$ cat src/rtl/pipe_hazard_ctrl_pkg.sv
// pipe_hazard_ctrl_pkg: shared FSM encodings and helpers for the hazard controller
package pipe_hazard_ctrl_pkg;
  localparam int REG_W = 5;
  typedef enum logic [1:0] {
    HZ_RUN        = 2'd0,
    HZ_MEM_WAIT   = 2'd1,
    HZ_FLUSH_PEND = 2'd2
  } hz_state_e;
  function automatic logic src_hit(input logic uses, input logic [REG_W-1:0] src, input logic [REG_W-1:0] dst);
    return uses & (src == dst);
  endfunction
endpackage

$ cat src/rtl/pipe_hazard_ctrl_hazard_detect.sv
// hazard_detect: combinational load-use compare between the ID sources and the EX load destination
// Ports: rs1/rs2 + uses_rs1/uses_rs2 (ID sources), mem_read/rd (EX load), load_use (hazard present)
module hazard_detect
  import pipe_hazard_ctrl_pkg::*;
(
  input  logic [REG_W-1:0] rs1,
  input  logic [REG_W-1:0] rs2,
  input  logic             uses_rs1,
  input  logic             uses_rs2,
  input  logic             mem_read,
  input  logic [REG_W-1:0] rd,
  output logic             load_use
);
  // x0 is hard-wired zero, so a load targeting it never creates a dependency
  assign load_use = mem_read & (rd != '0) & (src_hit(uses_rs1, rs1, rd) | src_hit(uses_rs2, rs2, rd));
endmodule

$ cat src/rtl/pipe_hazard_ctrl.sv
// pipe_hazard_ctrl: stall/bubble/flush strobe generator for load-use, redirect and memory-wait hazards
// Inputs: ID source regs/uses, EX load info and redirect, MEM request/ready.
// Outputs: pc_hold, if_id_hold, if_id_flush, id_ex_bubble, ex_mem_hold, mem_wb_bubble,
//          saturating stall_cnt/flush_cnt, sticky mem_timeout_err.
module pipe_hazard_ctrl
  import pipe_hazard_ctrl_pkg::*;
#(
  parameter int CNT_W       = 16,
  parameter int MEM_TIMEOUT = 255
)(
  input  logic             clk,
  input  logic             rst_n,
  input  logic [REG_W-1:0] ID_rs1_addr,
  input  logic [REG_W-1:0] ID_rs2_addr,
  input  logic             ID_uses_rs1,
  input  logic             ID_uses_rs2,
  input  logic             EX_mem_read,
  input  logic [REG_W-1:0] EX_reg_addr,
  input  logic             EX_redirect,
  input  logic             MEM_req,
  input  logic             MEM_ready,
  output logic             pc_hold,
  output logic             if_id_hold,
  output logic             if_id_flush,
  output logic             id_ex_bubble,
  output logic             ex_mem_hold,
  output logic             mem_wb_bubble,
  output logic [CNT_W-1:0] stall_cnt,
  output logic [CNT_W-1:0] flush_cnt,
  output logic             mem_timeout_err
);
  localparam logic [CNT_W-1:0] TO = CNT_W'(MEM_TIMEOUT);
  hz_state_e state, state_n;
  logic flush_pend, fp_n, load_use, mem_stall, flush, lu_stall;
  logic [CNT_W-1:0] wait_cnt, wc_n;
  hazard_detect u_hd (
    .rs1      (ID_rs1_addr),
    .rs2      (ID_rs2_addr),
    .uses_rs1 (ID_uses_rs1),
    .uses_rs2 (ID_uses_rs2),
    .mem_read (EX_mem_read),
    .rd       (EX_reg_addr),
    .load_use (load_use)
  );
  assign mem_stall = MEM_req & ~MEM_ready;
  // A redirect seen while memory is stalled (including the release cycle) is
  // remembered and replayed as a single FLUSH_PEND cycle once the pipe moves.
  always_comb begin
    state_n  = state;
    fp_n     = flush_pend;
    wc_n     = '0;
    flush    = 1'b0;
    lu_stall = 1'b0;
    case (state)
      HZ_RUN:
        if (mem_stall) begin
          state_n = HZ_MEM_WAIT;
          fp_n    = EX_redirect;
        end else if (EX_redirect) flush = 1'b1;
        else lu_stall = load_use;
      HZ_MEM_WAIT: begin
        fp_n = flush_pend | EX_redirect;
        if (mem_stall) wc_n = (wait_cnt == TO) ? wait_cnt : wait_cnt + CNT_W'(1);
        else state_n = fp_n ? HZ_FLUSH_PEND : HZ_RUN;
      end
      HZ_FLUSH_PEND:
        if (mem_stall) begin
          state_n = HZ_MEM_WAIT;
          fp_n    = 1'b1;
        end else begin
          flush   = 1'b1;
          fp_n    = 1'b0;
          state_n = HZ_RUN;
        end
      default: state_n = HZ_RUN;
    endcase
  end
  assign pc_hold       = mem_stall | lu_stall;
  assign if_id_hold    = mem_stall | lu_stall;
  assign if_id_flush   = flush;
  assign id_ex_bubble  = flush | lu_stall;
  assign ex_mem_hold   = mem_stall;
  assign mem_wb_bubble = mem_stall;
  always_ff @(posedge clk or negedge rst_n)
    if (!rst_n) begin
      state           <= HZ_RUN;
      flush_pend      <= 1'b0;
      wait_cnt        <= '0;
      stall_cnt       <= '0;
      flush_cnt       <= '0;
      mem_timeout_err <= 1'b0;
    end else begin
      state      <= state_n;
      flush_pend <= fp_n;
      wait_cnt   <= wc_n;
      if (state == HZ_MEM_WAIT && mem_stall && wait_cnt == TO) mem_timeout_err <= 1'b1;
      stall_cnt  <= stall_cnt + CNT_W'(pc_hold & ~&stall_cnt);
      flush_cnt  <= flush_cnt + CNT_W'(if_id_flush & ~&flush_cnt);
    end
endmodule

$ cat config.mk
export PLATFORM = sky130hd
export DESIGN_NAME = pipe_hazard_ctrl
export DESIGN_NICKNAME = d
export VERILOG_FILES = /design/src/rtl/pipe_hazard_ctrl_pkg.sv /design/src/rtl/pipe_hazard_ctrl_hazard_detect.sv /design/src/rtl/pipe_hazard_ctrl.sv
export SDC_FILE = /design/constraint.sdc
export NUM_CORES = 1
export LEC_CHECK = 0
export CAP_MARGIN = 5
export CORE_MARGIN = 4
export CORE_UTILIZATION = 25
export CTS_CLUSTER_SIZE = 28
export DETAILED_ROUTE_END_ITERATION = 6
export REMOVE_ABC_BUFFERS = 1
export SETUP_SLACK_MARGIN = 0.1
export SLEW_MARGIN = 40
export SYNTH_ARGS = -nofsm -noshare
export SYNTH_HDL_FRONTEND = slang
export SYNTH_SLANG_ARGS = --single-unit
export TNS_END_PERCENT = 5
$ cat constraint.sdc
create_clock -name clk -period 3.65 [get_ports clk]
set_clock_uncertainty 0.15 [all_clocks]
set_input_delay 0.5475 -clock clk [delete_from_list [all_inputs] [get_ports clk]]
set_output_delay 0.5475 -clock clk [all_outputs]
set_load 0.02 [all_outputs]
==> results of run 1 <==
[registers in the layout (all words and copies together) (netlist names)]
signal	count
state	2
flush_pend	1
flush_cnt	16
wait_cnt	16
mem_timeout_err	1
stall_cnt	16
[power groups by stage]
stage               logic, mW  registers, mW  clock network [mW]
finish                  0.557          0.762               0.337
global route            0.610          0.785               0.384
CTS                     0.568          0.762               0.357
detailed placement      0.563          0.773                   0
global placement        0.555          0.769                   0
floorplan               0.221          0.834                   0
[cell type report]
cell class | count | area (µm²)
clock buffer | 7 | 86.33
clock inverter | 1 | 7.507
fill | 1082 | 6835
inverter | 10 | 37.54
multi-input combinational | 193 | 1296
sequential | 52 | 1301
tap | 136 | 170.2
timing repair buffer | 65 | 635.6
[logic make-up after synthesis]
kind of cell	after synthesis	synth area share [%]
flops	52	48.69
fa+ha+maj	9	4.214
xor+xnor	44	14.42
compound gates	36	8.100
mux	1	0.3745
buf+inv	14	2.809
simple gates	103	21.40
[routing by layer]
| layer | share of wire (%) | track usage, % |
|---|---|---|
| met5 | 0 | 0 |
| met4 | 1.0 | 2.433 |
| met3 | 3.5 | 2.717 |
| met2 | 47 | 16.37 |
| met1 | 48 | 13.27 |
[worst reg2reg max path, cell delays in order (launching register included)]
cell and delay (ps):
dfrtp_1 460, nand4_1 190, or4_1 580, o21ai_0 160, o31ai_1 100, ha_1 230, ha_1 240, nand2_1 90
nor3_1 70, and3_1 200, xor2_1 130
[path summary, 6_finish.rpt]
kind	endpoint	slack [ps]
worst min-delay path	state[0]	130
worst min register to register	mem_timeout_err	330
min in group clk	mem_timeout_err	330
max in group asynchronous	flush_pend	2460
worst max-delay path	pc_hold	330
worst max register to register	stall_cnt[12]	940
[cell usage in the layout (no fill, tap or decap), drive strengths merged, types with 2 or more instances in the layout]
cell	instances
a21oi	11
and2	2
and3	6
and4	3
buf	5
clkbuf	7
clkdlybuf4s50	60
dfrtp	52
ha	9
inv	9
nand2	17
nand2b	2
nand3	18
nand4	9
nor2	19
nor3	5
nor4	7
o21a	2
o21ai	13
o311ai	2
o41ai	3
or2	2
or3	8
or4	4
xnor2	28
xor2	16
[per-stage QoR]
step                area [µm²]  std cells
finish                    3535        464
global route              3535        464
CTS                       3535        464
detailed placement        3441        456
global placement          3441        456
floorplan                 2635        255
[Yosys cell counts]
cell / instances
clkinv_1: 1
nand2_1: 17
a21o_1: 1
or2_2: 2
xor2_1: 16
nor2b_1: 1
and2_1: 1
o22ai_1: 1
and3_1: 6
nor4_4: 1
nand4_1: 9
inv_1: 9
nand3_1: 17
mux2i_1: 1
buf_4: 2
or3_1: 6
nor3_1: 5
xnor2_1: 28
or3_2: 2
a21oi_1: 11
nor4_1: 6
o41ai_1: 3
o31ai_1: 1
a22oi_1: 1
and4_1: 3
o21a_1: 2
or4_4: 1
dfrtp_1: 52
nor2_1: 19
o311ai_0: 2
and2_0: 1
nand3_4: 1
a32oi_1: 1
buf_6: 2
nand2b_1: 2
or4_1: 3
ha_1: 9
o21ai_0: 13
==> flow_summary.toml, run 1 <==
[critical_path]
cpPeakStageDelay_ps = 660
critPathBufInv = 2
cp_max_fo = 3
slowest_stage = "clkdlybuf4s50_1"
r2r_start = "stall_cnt[6]"
crit_arrival_ps = 2620
startpoint = "EX_reg_addr[3]"
ff2ff_path_depth = 10
cp.required_ps = 2950
startpoint_type = "input port"
critPathKind = "input port to output pin"
cp_top_family = "buffers and inverters"
cp_common_cell = "clkdlybuf4s50_1"
endpoint_kind = "output pin"
crit_chain = "clkdlybuf4s50_1, xor2_1, nor4_1, a32oi_1, o21ai_0, clkdlybuf4s50_1"
cp.depth = 6

[sta]
setup_ws_ps = 334.7
max_slew_margin_pct = 50.71
finalHoldViolations = 0
min_period_ps = 3315
finalSetupViolations = 0
finalMaxSlewViolations = 0
fmax_mhz = 301.6
tns_ps = 0
worst_hold_slack_ps = 132.5
finalCritPeriodShare_pct = 90.83
grt_setup_unrepaired = "false"
tightestPinTransition_ps = 733.9

[global_route]
grt_max_degree = 32
antenna_found_initial = 0
grt_pass1_wl_mm = 10.49
track_usage_pct = 10.02
grt_overflow_total = 0
grt_pass1_vias = 2190

[power_and_ir_drop]
switching_share_pct = 34.85
sequentialPowerShare_pct = 46.0
ir_drop_mv = 0.3226
p_clk_share_pct = 20.4
switching_power_mw = 0.5773
power.density_mw_per_mm2 = 468.6
p_leak_nw = 1.411
p_int_mw = 1.079
power_mw = 1.656
p_comb_share_pct = 33.6

[yosys]
syn_inst = 259
ys_warn_count = 0
ys_seq_area_share_pct = 48.69
syn_area_mm2 = 0.002673
avgSynthCellArea_um2 = 10.32
yosysTopAreaCell = "dfrtp_1"
synth_top_area_share_pct = 48.69
synth_cell_types = 38
netlist_top_cells_area = "dfrtp_1, xnor2_1, xor2_1"
ys_ff_latch = 52

[clocking]
cts_tree = "yes"
clk_pin_slew_ps = 80
cts_buffers = 5
clockBufferDepth = 2
post-cts-setup-buffers = 0
htreeDepth = 2
cts_hold_buf = 0
clockRootBuffer = "clkbuf_8"
cts_sinks = 52
cts_resized = 0
clock_latency_ps = 300

[floorplanning]
die_h_um = 111.4
core_area_mm2 = 0.01037
start_util_pct = 25.77
die_area_mm2 = 0.01241
die_x_um = 111.4
num_io_pins = 62
fp-row-count = 37

[routing]
route.vias.total = 2119
post_drt_wl_per_cell_um = 12.74
wirelength_mm = 5.913
ant_nets = 0
initialDrtViolationCount = 123
firstDrtPassIters = 4
viasPerCell = 4.567
drc_errors = 0

[final_layout]
drive_gt1_share_pct = 5.793
layout.nets = 359
fin_util_pct = 34.09
syn2layout_area_growth_pct = 32.26
n_antenna_cell = 0

[worst_hold_path]
hp-class = "input port to asynchronous set/reset pin"

[place]
dpl.hpwl_mm = 4.536
numPortBuffers = 61
dpl_worst_slack_ps = 205.8
gp_congestion = 0.7475

[run]
cap_violations = 0

[outcome]
status = "completed"
Note: power is estimated with default switching activity, not from simulation.
==> run 2: changes to the inputs <==
--- a/config.mk
+++ b/config.mk
@@ -7,9 +7,10 @@
 export LEC_CHECK = 0
 export CAP_MARGIN = 5
 export CORE_MARGIN = 4
-export CORE_UTILIZATION = 25
+export CORE_UTILIZATION = 54
 export CTS_CLUSTER_SIZE = 28
 export DETAILED_ROUTE_END_ITERATION = 6
+export PLACE_DENSITY = 0.85
 export REMOVE_ABC_BUFFERS = 1
 export SETUP_SLACK_MARGIN = 0.1
 export SLEW_MARGIN = 40
==> flow_summary.toml, run 2 (synthesis results as in run 1) <==
[clocking]
clk_pin_slew_ps = 90
cts_buffers = 5
cts_tree = "yes"
clock_latency_ps = 300
cts_resized = 0
clockRootBuffer = "clkbuf_8"
clockBufferDepth = 2
post-cts-setup-buffers = 0
cts_hold_buf = 0
htreeDepth = 2
cts_sinks = 52

[routing]
firstDrtPassIters = 5
route.vias.total = 2172
viasPerCell = 5.527
dr_wl_met2_mm = 3.007
highest_layer = "met4"
initialDrtViolationCount = 123
ant_nets = 0
drc_errors = 0
wl_met1_mm = 2.628
post_drt_wl_per_cell_um = 15.10
wl_met3_um = 232
wirelength_mm = 5.935

[floorplanning]
die_x_um = 78.35
start_util_pct = 56.21
die_h_um = 78.35
die_area_mm2 = 0.006139
core_area_mm2 = 0.004755
num_io_pins = 62
fp-row-count = 25

[final_layout]
reg_top3 = "flush_cnt x16, stall_cnt x16, wait_cnt x16"
layout_commonest_cell = "clkdlybuf4s50_1"
regArea_mm2 = 0.001301
mostFrequentLayoutCells = "clkdlybuf4s50_1, dfrtp_1, xnor2_1"
multi_input_area_mm2 = 0.001296
n_antenna_cell = 0
layout.nets = 357
n_fill_cell = 363
drive_gt1_share_pct = 5.215
finalNonFillerCells = 393
syn2layout_area_growth_pct = 29.21

[sta]
finalMaxSlewViolations = 0
max_slew_margin_pct = 52.00
finalSetupViolations = 0
tns_ps = 0
min_period_ps = 3319
setup_ws_ps = 331.5
fmax_mhz = 301.3
finalCritPeriodShare_pct = 90.92
grt_setup_unrepaired = "false"
tightestPinTransition_ps = 714.6
finalHoldViolations = 0

[global_route]
grt_pass1_wl_mm = 10.41
grt_max_degree = 36
grt_pass1_vias = 2268
grt_overflow_total = 0
antenna_found_initial = 0
track_usage_pct = 21.03

[place]
numPortBuffers = 61
dpl_worst_slack_ps = 119.8
gp_congestion = 0.8274
dp.cells = 385
dpl.hpwl_mm = 4.527

[power_and_ir_drop]
ir_drop_mv = 0.3752
switching_power_mw = 0.5944
power_mw = 1.727
switching_share_pct = 34.42
p_comb_share_pct = 32.8
sequentialPowerShare_pct = 44.2
p_int_mw = 1.133
power.density_mw_per_mm2 = 500.1
p_clk_share_pct = 23.0
p_leak_nw = 1.413

[critical_path]
cpPeakStageDelay_ps = 650
cp_max_fo = 3
crit_arrival_ps = 2620
cp_common_cell = "clkdlybuf4s50_1"
endpoint_kind = "output pin"
startpoint_type = "input port"
critPathBufInv = 2
cp_top_family = "buffers and inverters"
crit_chain = "clkdlybuf4s50_1, xor2_1, nor4_1, a32oi_1, o21ai_0, clkdlybuf4s50_1"
slowest_stage = "clkdlybuf4s50_1"
cp.required_ps = 2950
critPathKind = "input port to output pin"

[outcome]
status = "completed"

[run]
cap_violations = 0

[worst_hold_path]
hp-class = "input port to asynchronous set/reset pin"
[run 2: worst paths after layout]
kind / from / endpoint / slack (ps) / cells after the start
worst max-delay path: EX_reg_addr[3] / pc_hold / 330 / 6
worst min-delay path: rst_n / wait_cnt[7] / 30 / 1
worst max register to register: stall_cnt[6] / stall_cnt[12] / 910 / 10
worst min register to register: mem_timeout_err / mem_timeout_err / 310 / 1
max in group asynchronous: rst_n / stall_cnt[14] / 2710 / 2
min in group clk: mem_timeout_err / mem_timeout_err / 310 / 1
[run 2: area by class of cell]
cell class	instances	area share [%]
Clock buffer	6	2.101
Clock inverter	2	1.123
Inverter	10	1.087
Multi-Input combinational cell	193	37.54
Sequential cell	52	37.68
Tap cell	67	2.428
Timing Repair Buffer	63	18.04
[run 2: power by group through the flow]
stage          Sequential (mW)  Combinational [mW]  Clock, mW
2_1_floorplan            0.834               0.221          0
3_3_place_gp             0.770               0.542          0
3_5_place_dp             0.769               0.568          0
4_1_cts                  0.763               0.574      0.403
5_1_grt                  0.783               0.621      0.430
6_report                 0.763               0.567      0.397
[run 2: metal layers]
layer / vias to the layer above / track usage [%]
li1: 1049 / -
met1: 1049 / 27.17
met2: 63 / 35.79
met3: 11 / 4.128
met4: 0 / 6.469
met5: - / 0
[run 2: worst register-to-register path: cells and delay by family (launching register included)]
kind                     cells  cell delay, ps
AO/OA/AOI/OAI                2             260
flip-flops                   1             470
AND/OR/NAND/NOR              5            1150
XOR/XNOR                     1             140
adder cells (fa/ha/maj)      2             460
[run 2: metrics by stage]
stage	utilization [%]	cell area (µm²)	hold WS (ps)
floorplan	-	2635	101.9
CTS	72.58	3451	186.1
global placement	70.24	3339	291.7
finish	72.63	3453	33.39
detailed placement	70.24	3339	294.6
global route	72.63	3453	47.62
